## config.mk

```make
export PLATFORM = sky130hd
export DESIGN_NAME = instr_loader
export DESIGN_NICKNAME = d
export VERILOG_FILES = /design/src/rtl/instr_loader.sv
export SDC_FILE = /design/constraint.sdc
export NUM_CORES = 1
export LEC_CHECK = 0
export CAP_MARGIN = 20
export CORE_ASPECT_RATIO = 0.7
export CORE_MARGIN = 2
export CORE_UTILIZATION = 25
export CTS_CLUSTER_DIAMETER = 80
export CTS_CLUSTER_SIZE = 24
export DETAILED_ROUTE_END_ITERATION = 8
export DONT_BUFFER_PORTS = 1
export PLACE_DENSITY = 0.48
export SYNTH_ARGS = -nofsm -noshare
export SYNTH_HDL_FRONTEND = slang
export SYNTH_SLANG_ARGS = --single-unit
```

## constraint.sdc

```tcl
create_clock -name clk -period 3.7 [get_ports clk]
set_input_delay 0.37 -clock clk [delete_from_list [all_inputs] [get_ports clk]]
set_output_delay 0.37 -clock clk [all_outputs]
set_load 0.05 [all_outputs]
```

## src/rtl/instr_loader.sv

```systemverilog
`default_nettype none
// ============================================================================
// Module      : instr_loader
// Description : Loads a length-prefixed byte stream into instruction memory,
//               holding the CPU in reset until a load completes cleanly.
//               Optional trailing checksum byte: LOADER_CHECKSUM_EN.
// Revision    : 1.0 - initial release
// ============================================================================
module instr_loader #(
  parameter int unsigned        A_WIDTH   = 32,
  parameter int unsigned        D_WIDTH   = 8,
  parameter logic [A_WIDTH-1:0] BASE_ADDR = A_WIDTH'(32'hBFC00000),
  parameter int unsigned        MAX_BYTES = 4096
) (
  input  logic               clk,
  input  logic               rst,
  input  logic               start,
  input  logic               in_valid,
  input  logic [7:0]         in_data,
  output logic               in_ready,
  output logic               mem_we,
  output logic [A_WIDTH-1:0] mem_addr,
  output logic [D_WIDTH-1:0] mem_wdata,
  output logic               busy,
  output logic               done,
  output logic               err,
  output logic               cpu_rst
);

  localparam int unsigned IDX_W = $clog2(MAX_BYTES + 1);

`ifdef LOADER_CHECKSUM_EN
  typedef enum logic [2:0] {
    IDLE = 3'd0,
    HDR  = 3'd1,
    DATA = 3'd2,
    CHK  = 3'd3,
    FIN  = 3'd4
  } state_t;
`else
  typedef enum logic [2:0] {
    IDLE = 3'd0,
    HDR  = 3'd1,
    DATA = 3'd2,
    FIN  = 3'd4
  } state_t;
`endif

  state_t               state_q, state_d;
  logic [1:0]           hcnt_q, hcnt_d;
  logic [31:0]          len_q, len_d;
  logic [IDX_W-1:0]     idx_q, idx_d;
  logic                 err_q, err_d;
  logic                 we_q, we_d;
  logic [A_WIDTH-1:0]   addr_q, addr_d;
  logic [D_WIDTH-1:0]   wdata_q, wdata_d;
  logic                 w_loading;
  logic                 w_accept;
`ifdef LOADER_CHECKSUM_EN
  logic [7:0]           sum_q, sum_d;
`endif

  always_comb begin
    w_loading = (state_q == HDR) || (state_q == DATA);
`ifdef LOADER_CHECKSUM_EN
    w_loading = w_loading || (state_q == CHK);
`endif
  end

  assign w_accept = in_valid && w_loading;

  always_comb begin
    state_d = state_q;
    hcnt_d  = hcnt_q;
    len_d   = len_q;
    idx_d   = idx_q;
    err_d   = err_q;
    we_d    = 1'b0;
    addr_d  = addr_q;
    wdata_d = wdata_q;
`ifdef LOADER_CHECKSUM_EN
    sum_d   = sum_q;
`endif
    case (state_q)
      IDLE, FIN: begin
        if (start) begin
          state_d = HDR;
          hcnt_d  = 2'd0;
          len_d   = 32'd0;
          idx_d   = '0;
          err_d   = 1'b0;
`ifdef LOADER_CHECKSUM_EN
          sum_d   = 8'd0;
`endif
        end
      end
      HDR: begin
        if (w_accept) begin
          // Little-endian: shift in from the top so the first byte ends at [7:0]
          len_d  = {in_data, len_q[31:8]};
          hcnt_d = hcnt_q + 2'd1;
          if (hcnt_q == 2'd3) begin
            if (len_d == 32'd0) begin
`ifdef LOADER_CHECKSUM_EN
              state_d = CHK;
`else
              state_d = FIN;
`endif
            end else if (len_d > MAX_BYTES) begin
              state_d = FIN;
              err_d   = 1'b1;
            end else begin
              state_d = DATA;
            end
          end
        end
      end
      DATA: begin
        if (w_accept) begin
          we_d    = 1'b1;
          addr_d  = BASE_ADDR + A_WIDTH'(idx_q);
          wdata_d = D_WIDTH'(in_data);
          idx_d   = idx_q + IDX_W'(1);
`ifdef LOADER_CHECKSUM_EN
          sum_d   = sum_q + in_data;
`endif
          if (32'(idx_q) + 32'd1 == len_q) begin
`ifdef LOADER_CHECKSUM_EN
            state_d = CHK;
`else
            state_d = FIN;
`endif
          end
        end
      end
`ifdef LOADER_CHECKSUM_EN
      CHK: begin
        if (w_accept) begin
          err_d   = (in_data != sum_q);
          state_d = FIN;
        end
      end
`endif
      default: state_d = IDLE;
    endcase
  end

  always_ff @(posedge clk) begin
    if (rst) begin
      state_q <= IDLE;
      hcnt_q  <= 2'd0;
      len_q   <= 32'd0;
      idx_q   <= '0;
      err_q   <= 1'b0;
      we_q    <= 1'b0;
      addr_q  <= BASE_ADDR;
      wdata_q <= '0;
`ifdef LOADER_CHECKSUM_EN
      sum_q   <= 8'd0;
`endif
    end else begin
      state_q <= state_d;
      hcnt_q  <= hcnt_d;
      len_q   <= len_d;
      idx_q   <= idx_d;
      err_q   <= err_d;
      we_q    <= we_d;
      addr_q  <= addr_d;
      wdata_q <= wdata_d;
`ifdef LOADER_CHECKSUM_EN
      sum_q   <= sum_d;
`endif
    end
  end

  assign in_ready  = w_loading;
  assign busy      = w_loading;
  assign done      = (state_q == FIN);
  assign err       = err_q;
  assign cpu_rst   = !((state_q == FIN) && !err_q);
  assign mem_we    = we_q;
  assign mem_addr  = addr_q;
  assign mem_wdata = wdata_q;

endmodule
`default_nettype wire

```

Yosys cells after proc, flatten, opt, wreduce, memory -nomap -nowiden
Cells that the tools add are included.

Add/subtract/negate cells: 4. Magnitude comparators: 1. Equal/unequal tests: 12. Mux-type cells: 24. Bitwise logic cells: 1. Reduce and logical (&&, ||, !) cells: 16.

Operators by type and width (number): $mux W32 (2); $pmux W32 S2 (1); $add A32 B13 Y32 const A (1); $eq A14 B32 Y1 (1); $gt A32 B13 Y1 const B (1); $logic_not A32 Y1 (1); $mux W13 (2); $pmux W13 S2 (1); $mux W3 (7); $add A13 B1 Y14 const B (1); $add A13 B1 Y13 const B (1); $pmux W3 S3 (1); $ne A2 B2 Y1 const B (4); $mux W1 (6); $ne A2 B1 Y1 const B (3); $reduce_and A3 Y1 (2); $reduce_and A6 Y1 (1); $reduce_and A5 Y1 (1); $mux W2 (2); $pmux W2 S2 (1); $reduce_bool A2 Y1 (2); $reduce_or A2 Y1 (2); $eq A3 B1 Y1 const B (1); $eq A3 B2 Y1 const B (1); 10 further kinds (12).

Register bits after elaboration: 92. Input port bits: 12. Output and inout bits: 46.

Depth between registers and ports, before layout
Depth in word-level cells: 6. Mapped depth: 9. Depth with buffers taken out: 7.

Worst setup path before layout
Ideal clock, no wire load.

Path kind: reg-to-output. Start point: register state_q[2]. End point: output port cpu_rst. Arrival time: 2346 ps. Data required time: 3330 ps. Setup slack: 984 ps. Cell stages (with the launch flop): 5. Buffers on the path: 1. Path through: dfxtp_1 clkbuf_1 inv_1 nor3_1 nand2b_1.

Cells in the longest elaborated chain, start to end: 3.

Ends and longest elaborated chain: from (decl) (RTL line 49) `state_t state_q, state_d;`; from (signal assigned) (RTL line 162) `state_q <= state_d;`; $eq A3 B3 Y1; net done (RTL line 25) `output logic done,`; $logic_and A1 B1 Y1 (RTL line 180) `assign cpu_rst = !((state_q == FIN) && !err_q);`; $logic_not A1 Y1 (RTL line 180); to (decl) (RTL line 27) `output logic cpu_rst`.

The timed path passes the listed nets, and every way through them passes these cells.

Worst setup path after layout
Start point: register idx_q[0]. End point: register state_q[2].

Cells in the longest elaborated chain, start to end: 4.

Ends and longest elaborated chain: from (decl) (RTL line 52) `logic [IDX_W-1:0] idx_q, idx_d;`; from (signal assigned) (RTL line 165) `idx_q <= idx_d;`; $add A13 B1 Y14 (RTL line 127) `if (32'(idx_q) + 32'd1 == len_q) begin`; $eq A14 B32 Y1 (RTL line 127); $ne A2 B1 Y1 (no source line); $reduce_and A5 Y1 (no source line).

Every way passes these cells. A chain may end at the register's enable or synchronous reset.

==> key figures <==
Pwr
  • PwrDens: 567 mW/mm^2
  • Lkg Pwr: 1.32 nW
  • VDD IR max: 0.179 mV

Drt
  • Vias post-DR: between 2000 and 3000
  • DRC: 0
  • DRT antenna net count: 0
  • WL/cell: 14.0 um
  • Final wirelength: 8.92 mm
  • Vias per Instance: 4.62
  • Number of detailed-route iterations in the first pass: 5
  • Initial DRC count: 296

STA
  • Max Slew Vio Count: 0
  • Final TNS setup: 0 ns
  • Fin Clk Skew: 0.00398 ns
  • Maximum clock frequency: 0.379 GHz
  • Final setup vio count: 0
  • Worst Hold Slack: roughly 0.11 ns
  • Period minus WS final: 2.64 ns
  • RSZ-0062 raised after global routing: false
  • Slew headroom: between 30% and 40%
  • Hold Vio Cnt, Final: 0
  • Period utilisation layout: 71.4%
  • Worst slew pin tran: around 0.93 ns

Yosys
  • Post-synth top area share: 41.3%
  • Sequential area share after synthesis: 41.3%
  • Post-synthesis register bit count: 73
  • Yosys warning count: 0
  • Dominant synthesized flop cell: dfxtp_1
  • Post-synth top area cell: dfxtp_1
  • FFs w/ async S/R, synth: 0%
  • Synth top cells by count: nand2_1 (119), dfxtp_1 (73), a21oi_1 (70), clkbuf_1 (26), nor2_1 (26)
  • Post-Syn Area per Cell: 7.63 um^2
  • Most common cell in the netlist: nand2_1
  • Largest cells by area after synthesis: dfxtp_1 (41%), nand2_1 (13%), a21oi_1 (9.9%)
  • Synth Instances: 464
  • Post-synth EDFFs: 0
  • Cell Area, Synth: 0.00354 mm^2
  • Number of distinct library cells after synthesis: 49

Status
  • Outcome: complete, no violations

Finish
  • Multi-input logic area: 0.00182 mm^2
  • Number of fill cells: 1563
  • Layout area overhead: 10.5%
  • Layout cell share with drive strength beyond 1: ~8%
  • Final #Nets: 457
  • Register area: 0.00146 mm^2
  • # diodes: 0

CTS
  • Clock-pin slew on the worst setup and hold paths: about 0.060 ns
  • TritonCTS buffer count: 9
  • Post-CTS sizing: 0
  • CTS Hold Buffers Added: 0
  • Clk_lat worst skew: 0.33 ns
  • Postcts setup bufs: 0
  • Clock Tree Buf Depth: 2
  • Root Buffer: clkbuf_16
  • CTS tree: yes
  • CTS Sinks: 73
  • CTS HTree Levels: 3

Placed design
  • Routability Congestion: between 0.8 and 0.9
  • DP HPWL: about 6.3 mm
  • Port Buffer Count: 0

Setup path
  • Critical Path RT: 3.95 ns
  • CP delay by family, top: simple AND/OR/NAND/NOR gates
  • Critical Path Fanout Max: 9
  • Critical path's largest stage delay: 0.48 ns
  • Worst path arrival time: 2.89 ns
  • Worst Path Buf+Inv: 0
  • Startpoint Class: register
  • Setup crit end kind: register
  • Cell chain of the critical path: ha_1, nand4_2, or3_4, xnor2_1, nand4_1, o41a_1, a211oi_2
  • Slowest stage cell, crit path: dfxtp_1
  • Crit path kind: reg2reg

Floorplanning
  • Die ar.: 0.0151 mm^2
  • Area of the core: 0.0139 mm^2
  • Io pins: between 50 and 60
  • Die Y: just over 100 um
  • Starting density of the core: 25.5%
  • Rows: 36
  • Die Wd: 146 um

Min path
  • Hold Crit Class: in2reg

Global route
  • Grt ovf: 0
  • Initial antenna violation count: 0
  • Largest net degree at the start of global routing: 42
  • Vias in the first global route: ~2800
  • Gr usage total: 12.2%
  • First-pass GRT wire length: 14.9 mm

Flow run
  • Max Cap Violations: 0
cell usage in the layout, fill, tap and decap left out, types with 3 or more instances in the layout:
cell type / netlist / layout
a21oi_1: 70 / 68
a31oi_1: 7 / 7
and3_1: 3 / 3
buf_4: 20 / 5
clkbuf_16: 0 / 9
conb_1: 2 / 19
dfxtp_1: 73 / 73
inv_1: 5 / 5
nand2_1: 119 / 119
nand2b_1: 5 / 5
nand3_1: 6 / 6
nand3b_1: 4 / 4
nand4_1: 5 / 5
nor2_1: 26 / 26
nor3_1: 7 / 5
nor4_1: 8 / 8
o21ai_0: 13 / 13
or3_1: 3 / 3
or4_1: 3 / 3
xnor2_1: 15 / 15
xor2_1: 7 / 7
worst reg2reg max path: stages, from the launching register on:
cell and delay, ns:
dfxtp_1 0.48, ha_1 0.43, nand4_2 0.19, or3_4 0.45, xnor2_1 0.16, nand4_1 0.13
o41a_1 0.48, a211oi_2 0.24
registers in the layout, summed over array words and instances, names as in the netlist:
signal     count
len_q         32
idx_q         13
state_q        3
mem_wdata      8
mem_we         1
err            1
mem_addr      13
hcnt_q         2
cells by family after synthesis:
family,count (synthesis),synth area share (%)
and+or+nand+nor,203,26.5
AOI/OAI and AO/OA,102,16.1
DFF,73,41.3
buffers and inverters,59,9.51
xor gates and xnor gates,22,5.44
adders and majority gates,2,0.707
other,2,0.212
muxes,1,0.283
routing by layer:
metal | global-route usage [%] | part of all wire (%)
met1 | 17.8 | 52
met2 | 16.7 | 39
met5 | 0 | 0
met3 | 5.02 | 7.2
met4 | 2.77 | 0.90
area by class of cell:
type / count / share of cell area [%]
multi-input combinational: 349 / 46.6
clock buffer: 12 / 6.56
inverter: 5 / 0.480
clock inverter: 4 / 1.92
tap: 190 / 6.08
sequential: 73 / 37.4
timing repair buffer: 5 / 0.960
path summary, 6_finish.rpt:
| path | cells after the start | endpoint | start | slack [ns] |
|---|---|---|---|---|
| max reg2reg | 7 | state_q[2] | idx_q[0] | 1.06 |
| min | 1 | state_q[2] | rst | 0.11 |
| max | 7 | state_q[2] | idx_q[0] | 1.06 |
| min reg2reg | 2 | hcnt_q[1] | hcnt_q[1] | 0.46 |
per-stage QoR:
step	instances	utilization (%)	worst slack, ns	total power, W	area [um^2]
floorplan	481	-	0.984	0.00122	3600
global placement	622	25.8	1.23	0.00127	3580
detailed placement	622	25.8	1.11	0.00128	3580
CTS	638	28.2	1.06	0.00224	3910
global route	638	28.2	0.823	0.00232	3910
finish	638	28.2	1.06	0.00222	3910
power by group:
part / switching (W) / leakage [nW] / internal [W]
logic: 0.000305 / 0.574 / 0.0000941
clock network: 0.000328 / 0.155 / 0.000627
registers: 0.0000426 / 0.589 / 0.000820
total: 0.000675 / 1.32 / 0.00154
No activity file was read; power rests on OpenSTA's default activity.
